**config.mk**
```make
export PLATFORM = sky130hd
export DESIGN_NAME = hl_write_arbiter
export DESIGN_NICKNAME = d
export VERILOG_FILES = /design/src/rtl/hl_write_arbiter.sv
export SDC_FILE = /design/constraint.sdc
export NUM_CORES = 1
export LEC_CHECK = 0
export ABC_CLOCK_PERIOD_IN_PS = 1650
export CORE_AREA = 2 2 53 104
export CTS_CLUSTER_SIZE = 16
export DETAILED_ROUTE_END_ITERATION = 8
export DIE_AREA = 0 0 55 106
export HOLD_SLACK_MARGIN = 0.06
export PLACE_DENSITY = 0.68
export SLEW_MARGIN = 30
export SYNTH_ARGS = -nofsm -noshare
export SYNTH_HDL_FRONTEND = slang
export SYNTH_SLANG_ARGS = --single-unit
```
**constraint.sdc**
```tcl
create_clock -name clk -period 1.65 [get_ports clk]
set_input_delay 0.33 -clock clk [delete_from_list [all_inputs] [get_ports clk]]
set_output_delay 0.33 -clock clk [all_outputs]
set_load 0.02 [all_outputs]
```
**src/rtl/hl_write_arbiter.sv**
```systemverilog
// hl_write_arbiter: round-robin arbiter sharing one high/low split register between two writers and a clear source.
// Define HL_MERGE_EN to co-grant two writers whose half masks are disjoint.
module hl_write_arbiter #(
  parameter int N = 16,
  parameter int CNT_W = 8
) (
  input  logic             clk,
  input  logic             reset,
  input  logic             req0,
  input  logic [1:0]       mask0,
  input  logic [N-1:0]     data0,
  output logic             ack0,
  input  logic             req1,
  input  logic [1:0]       mask1,
  input  logic [N-1:0]     data1,
  output logic             ack1,
  input  logic             clr_req,
  output logic             clr_ack,
  output logic [N/2-1:0]   inh,
  output logic [N/2-1:0]   inl,
  output logic             loadh,
  output logic             loadl,
  output logic             clear,
  output logic [CNT_W-1:0] grant_cnt0,
  output logic [CNT_W-1:0] grant_cnt1
);
  localparam int H = N / 2;
  logic real0, real1, merge, go, g0, g1;
  logic ptr_q, ptr_d, loadh_q, loadh_d, loadl_q, loadl_d, clear_q, clear_d;
  logic [H-1:0] inh_q, inh_d, inl_q, inl_d;
  logic [CNT_W-1:0] cnt0_q, cnt0_d, cnt1_q, cnt1_d;
  always_comb begin
    real0 = req0 & (|mask0);
    real1 = req1 & (|mask1);
`ifdef HL_MERGE_EN
    merge = real0 & real1 & ~(|(mask0 & mask1));
`else
    merge = 1'b0;
`endif
    go = ~reset & ~clr_req;
    g0 = go & real0 & (~real1 | merge | ~ptr_q);
    g1 = go & real1 & (~real0 | merge | ptr_q);
    // null requests carry nothing to write, so they are acked without a grant
    ack0 = g0 | (go & req0 & ~(|mask0));
    ack1 = g1 | (go & req1 & ~(|mask1));
    clr_ack = ~reset & clr_req;
    loadh_d = (g0 & mask0[1]) | (g1 & mask1[1]);
    loadl_d = (g0 & mask0[0]) | (g1 & mask1[0]);
    clear_d = clr_ack;
    inh_d = (g0 & mask0[1]) ? data0[N-1:H] : (g1 & mask1[1]) ? data1[N-1:H] : inh_q;
    inl_d = (g0 & mask0[0]) ? data0[H-1:0] : (g1 & mask1[0]) ? data1[H-1:0] : inl_q;
    ptr_d = (g0 ^ g1) ? g0 : ptr_q;
    cnt0_d = (g0 && cnt0_q != '1) ? cnt0_q + 1'b1 : cnt0_q;
    cnt1_d = (g1 && cnt1_q != '1) ? cnt1_q + 1'b1 : cnt1_q;
  end
  always_ff @(posedge clk) begin
    if (reset) begin
      ptr_q <= 1'b0;
      loadh_q <= 1'b0;
      loadl_q <= 1'b0;
      clear_q <= 1'b0;
      inh_q <= '0;
      inl_q <= '0;
      cnt0_q <= '0;
      cnt1_q <= '0;
    end else begin
      ptr_q <= ptr_d;
      loadh_q <= loadh_d;
      loadl_q <= loadl_d;
      clear_q <= clear_d;
      inh_q <= inh_d;
      inl_q <= inl_d;
      cnt0_q <= cnt0_d;
      cnt1_q <= cnt1_d;
    end
  end
  assign inh = inh_q;
  assign inl = inl_q;
  assign loadh = loadh_q;
  assign loadl = loadl_q;
  assign clear = clear_q;
  assign grant_cnt0 = cnt0_q;
  assign grant_cnt1 = cnt1_q;
endmodule

```
; ---- Word-level counts from Yosys, hierarchy flattened
; Index checks and enable logic that the tools add are counted.
[word_totals]
output_inout_bits = 38
wordCells = 52
register_bits = 36
[op_classes]
mux = 4
addsub = 2
n_eq_ne = 2
n_reduce_logical = 6
bitwise = 30
[ops]
columns = cell, count
row1 = two-way mux 8 bit, 4
row2 = "adder 8 x 1 -> 8 bit, second input constant", 2
row3 = bitwise AND 1 bit, 16
row4 = "!= test 8 bit, second input constant", 2
row5 = inverter 1 bit, 7
row6 = OR 1 bit, 6
row7 = nonzero test 2 bit, 2
row8 = OR reduction 2 bit, 2
row9 = logical AND 1 bit, 2
row10 = bitwise XOR 1 bit, 1

; ---- Depth between registers and ports, before layout
[depth]
word_depth = 8
depth_mapped = 5
depth_no_buf = 5

; ---- Worst setup path after synthesis
; OpenSTA, ideal clock, no wires.
[synth_path]
path_kind = register -> register
from = reg cnt0_q[0] (netlist: grant_cnt0[0])
to = reg cnt0_q[1] (netlist: grant_cnt0[1])
t_required_ps = 1529
path_stages_with_launch = 6
t_arrival_ps = 1551
path_slack_ps = -21
setup_time_ps = 121
period_less_slack_ps = 1671
path_buffers = 0
cell_sequence = dfxtp_1 -> ha_1 -> inv_1 -> nor3_1 -> nor2_1 -> mux2_2
[synth_via]
elab_chain_len = 2
word_cells_on_any_way = 3
classes_between = add/sub: 1 / eq/ne: 1 / reduce/logical: 1
[synth_lines]
columns = item, line_no
row1 = from (decl), 31  ; logic [CNT_W-1:0] cnt0_q, cnt0_d, cnt1_q, cnt1_d;
row2 = from (signal assigned), 73  ; cnt0_q <= cnt0_d;
row3 = branches (longest 2 deep; another with adder 8 x 1 -> 8 bit), --
; Parallel ways; which one is timed is not known.
; A chain may end at the register's enable or synchronous reset.

; ---- Worst setup path after layout
[layout_path]
from = in clr_req
to = reg cnt1_q[4] (netlist: grant_cnt1[4])
[layout_via]
elab_chain_len = 5
[layout_lines]
columns = item, line_no
row1 = from (decl), 17  ; input logic clr_req,
row2 = inverter 1 bit, 40  ; go = ~reset & ~clr_req;
row3 = bitwise AND 1 bit, 40
row4 = bitwise AND 1 bit (2 in series), 42  ; g1 = go & real1 & (~real0 | merge | ptr_q);
row5 = logical AND 1 bit, 54  ; cnt1_d = (g1 && cnt1_q != '1) ? cnt1_q + 1'b1 : cnt1_q;
row6 = to (signal assigned), 74  ; cnt1_q <= cnt1_d;
row7 = to (decl), 31
; No other way between the ends.

==> reports/qor.csv <==
metric,value,unit
filler instances,471,
#FFs+latches synth,36,
pin count of the biggest net entering global routing,25,
RSZ-0062 raised after global routing,yes,
syn_nets,229,
Core ar.,5090,um^2
top fanout value on the critical path,7,
pre-CTS setup slack,-0.559,ns
Post-DP Area,2780,um^2
R2R setup slack,0.14,ns
WP data required,1.89,ns
# setup viols final,0,
worst-case clock skew,0.00796,ns
kind of critical path,in -> reg,
max-cap violation count,0,
Hold Crit Depth,3,
post-route cell area,3020,um^2
CP Data Arrival Time,1.83,ns
worst-case reg-to-reg path depth,6,
Yosys top cell area share,42.1,%
die span in x,55,um
H-tree depth,2,
vias in the first global route,2025,
period utilization,96.3,%
RR Startpoint,grant_cnt1[0],
sequential share of the synthesized area,42.1,%
Routed WL per cell,14.4,um
Post-Synthesis Cells,186,
first-pass GRT wire length,8660,um
Post-Syn Area,1710,um^2
Pins Over Slew Limit,0,
Yosys cell types,33,
initial antenna violation count,1,
CP Capture Type,flop,
NumNets Final,339,
Max Buffers Root-to-Sink,2,
setup ws final,0.0608,ns
Achievable Freq,0.629,GHz
"top cells by area, synth","dfxtp_1 42%, mux2i_1 9.4%, a211oi_1 7.0%",
Remaining DRCs,0,
GP Congestion,0.794,
Peak VDD IR,0.612,mV
global-route usage over all layers,19.9,%
CTS clock-pin slew for the worst setup and hold paths,0.08,ns
Max transition margin,73.9,%
Sink Count,36,
Post-synth top cells,"36 x dfxtp_1, 25 x nor2_1, 16 x a211oi_1, 16 x mux2i_1",
placed wire-length estimate,3680,um
via count,1904,
Iter 0 DRT Violations,29,
HP Class,in -> reg,
"Hold Vio Cnt, Final",0,
Avg Synthesized Cell Area,9.20,um^2
Skew-Pair Late Insertion Delay,0.30,ns
Vias/cell,5.35,
die area,5830,um^2
CTS tree,built,
Area Growth Syn to Fin,76.7,%
share of cells above drive strength 1,20.2,%
port bufs,78,
"FFs w/ async S/R, synth",0,%
placed cells,342,
TritonCTS buffer count,5,
RR Endpoint,grant_cnt1[5],
Die Height,106,um
Least-Margin Pin Slew,0.387,ns
origin of the worst min-delay path,reset,
Syn. warnings,0,
CP Launch Type,primary input,
Ports,79,
Final min period,1.59,ns
ys flop type,dfxtp_1,
Cell Rows,37,
Hold Path End,ptr_q,
GRT overflow,0,
most common cell in the synthesized netlist,dfxtp_1,
First-pass DRT Iterations,4,
Initial Util,33.6,%
Post-Route Setup TNS,0,ns
status,finished clean,
Root Buffer,clkbuf_8,
Non-Filler Instances,356,
Pwr Total,1.93,mW
Final ANT Viol Nets,0,
Routed WL,5130,um
Yosys top cell by area,dfxtp_1,
Leak,1.36,nW
number of synthesized flops with an enable pin,0,
Pwr Density,638,nW/um^2
-- cell usage in the layout (no fill, tap or decap), drive strengths merged, types with 3 or more instances in the layout --
master         count
dfxtp             36
inv                3
a21oi              8
nand2              9
o31ai              3
o211ai             3
dlygate4sd2       19
buf               35
clkdlybuf4s50     51
o21ai              6
or4                4
a211oi            16
or3                4
nor2b              4
nor2              25
dlymetal6s2s       5
o41ai              6
nand4              3
nand3              9
mux2i             16
o311ai             7
clkbuf             7
-- state kept, by name, indices dropped and copies added, names as in the netlist --
name / flops
loadh: 1
clear: 1
inh: 8
inl: 8
ptr_q: 1
grant_cnt0: 8
grant_cnt1: 8
loadl: 1
-- cell type report --
class / instances / area [um^2] / share of cell area, %
multi-input cells: 139 / 1040 / 34.4
well taps: 58 / 72.6 / 2.40
repair buffers: 111 / 1080 / 35.8
clock inverters: 1 / 7.51 / 0.248
clock buffers: 7 / 86.3 / 2.86
diodes: 1 / 2.50 / 0.0828
inverters: 3 / 11.3 / 0.373
flip-flops and latches: 36 / 721 / 23.8
-- metrics by stage --
stage / util, % / hold WS, ns
2_1_floorplan: - / 0.458
3_3_place_gp: 54.7 / 0.479
3_5_place_dp: 54.7 / 0.487
4_1_cts: 58.5 / 0.480
5_1_grt: 59.4 / 0.499
6_report: 59.4 / 0.477
-- what timing repair did --
action                     in CTS  in global routing
hold buffers                    0                  0
resized for setup              53                 11
pin swaps                       8                  5
cloned                          1                  0
setup buffers                   4                  0
setup endpoints to repair      47                 29
-- logic make-up after synthesis --
kind of cell             after synthesis  synth area share [%]
adder cells (fa/ha/maj)                2                  1.46
AO/OA/AOI/OAI                         52                  22.5
AND/OR/NAND/NOR                       66                  20.2
multiplexers                          18                  10.7
buffers and inverters                 12                  3.00
flip-flops                            36                  42.1
-- per-layer routing --
layer	global-route usage (%)	part of all wire (%)	up-vias
li1	-	-	937
met1	20.6	36	890
met2	34.9	56	64
met3	3.79	4.5	13
met4	11.0	3.7	0
met5	0	0	-
-- how the worst max path moves through the flow --
stage | depth (start not counted) | start | endpoint
CTS | 6 | mask0[1] | grant_cnt1[6]
global placement | 4 | clr_req | clr_ack
finish | 7 | clr_req | grant_cnt1[4]
floorplan | 5 | grant_cnt1[0] | grant_cnt1[1]
global route | 7 | clr_req | grant_cnt1[4]
detailed placement | 5 | clr_req | grant_cnt1[7]
-- power breakdown --
group,switching (mW),total [mW],internal [mW]
Combinational,0.151,0.355,0.205
Clock,0.321,0.660,0.339
Sequential,0.0171,0.912,0.895
Total,0.489,1.93,1.44
-- worst max-delay path: stages --
cell and delay, ns:
dlygate4sd2_1 0.33, nor3b_4 0.26, buf_6 0.14, o221ai_4 0.14
buf_6 0.15, or3_1 0.35, a21oi_2 0.13
Power figures use the tool's default switching activity.
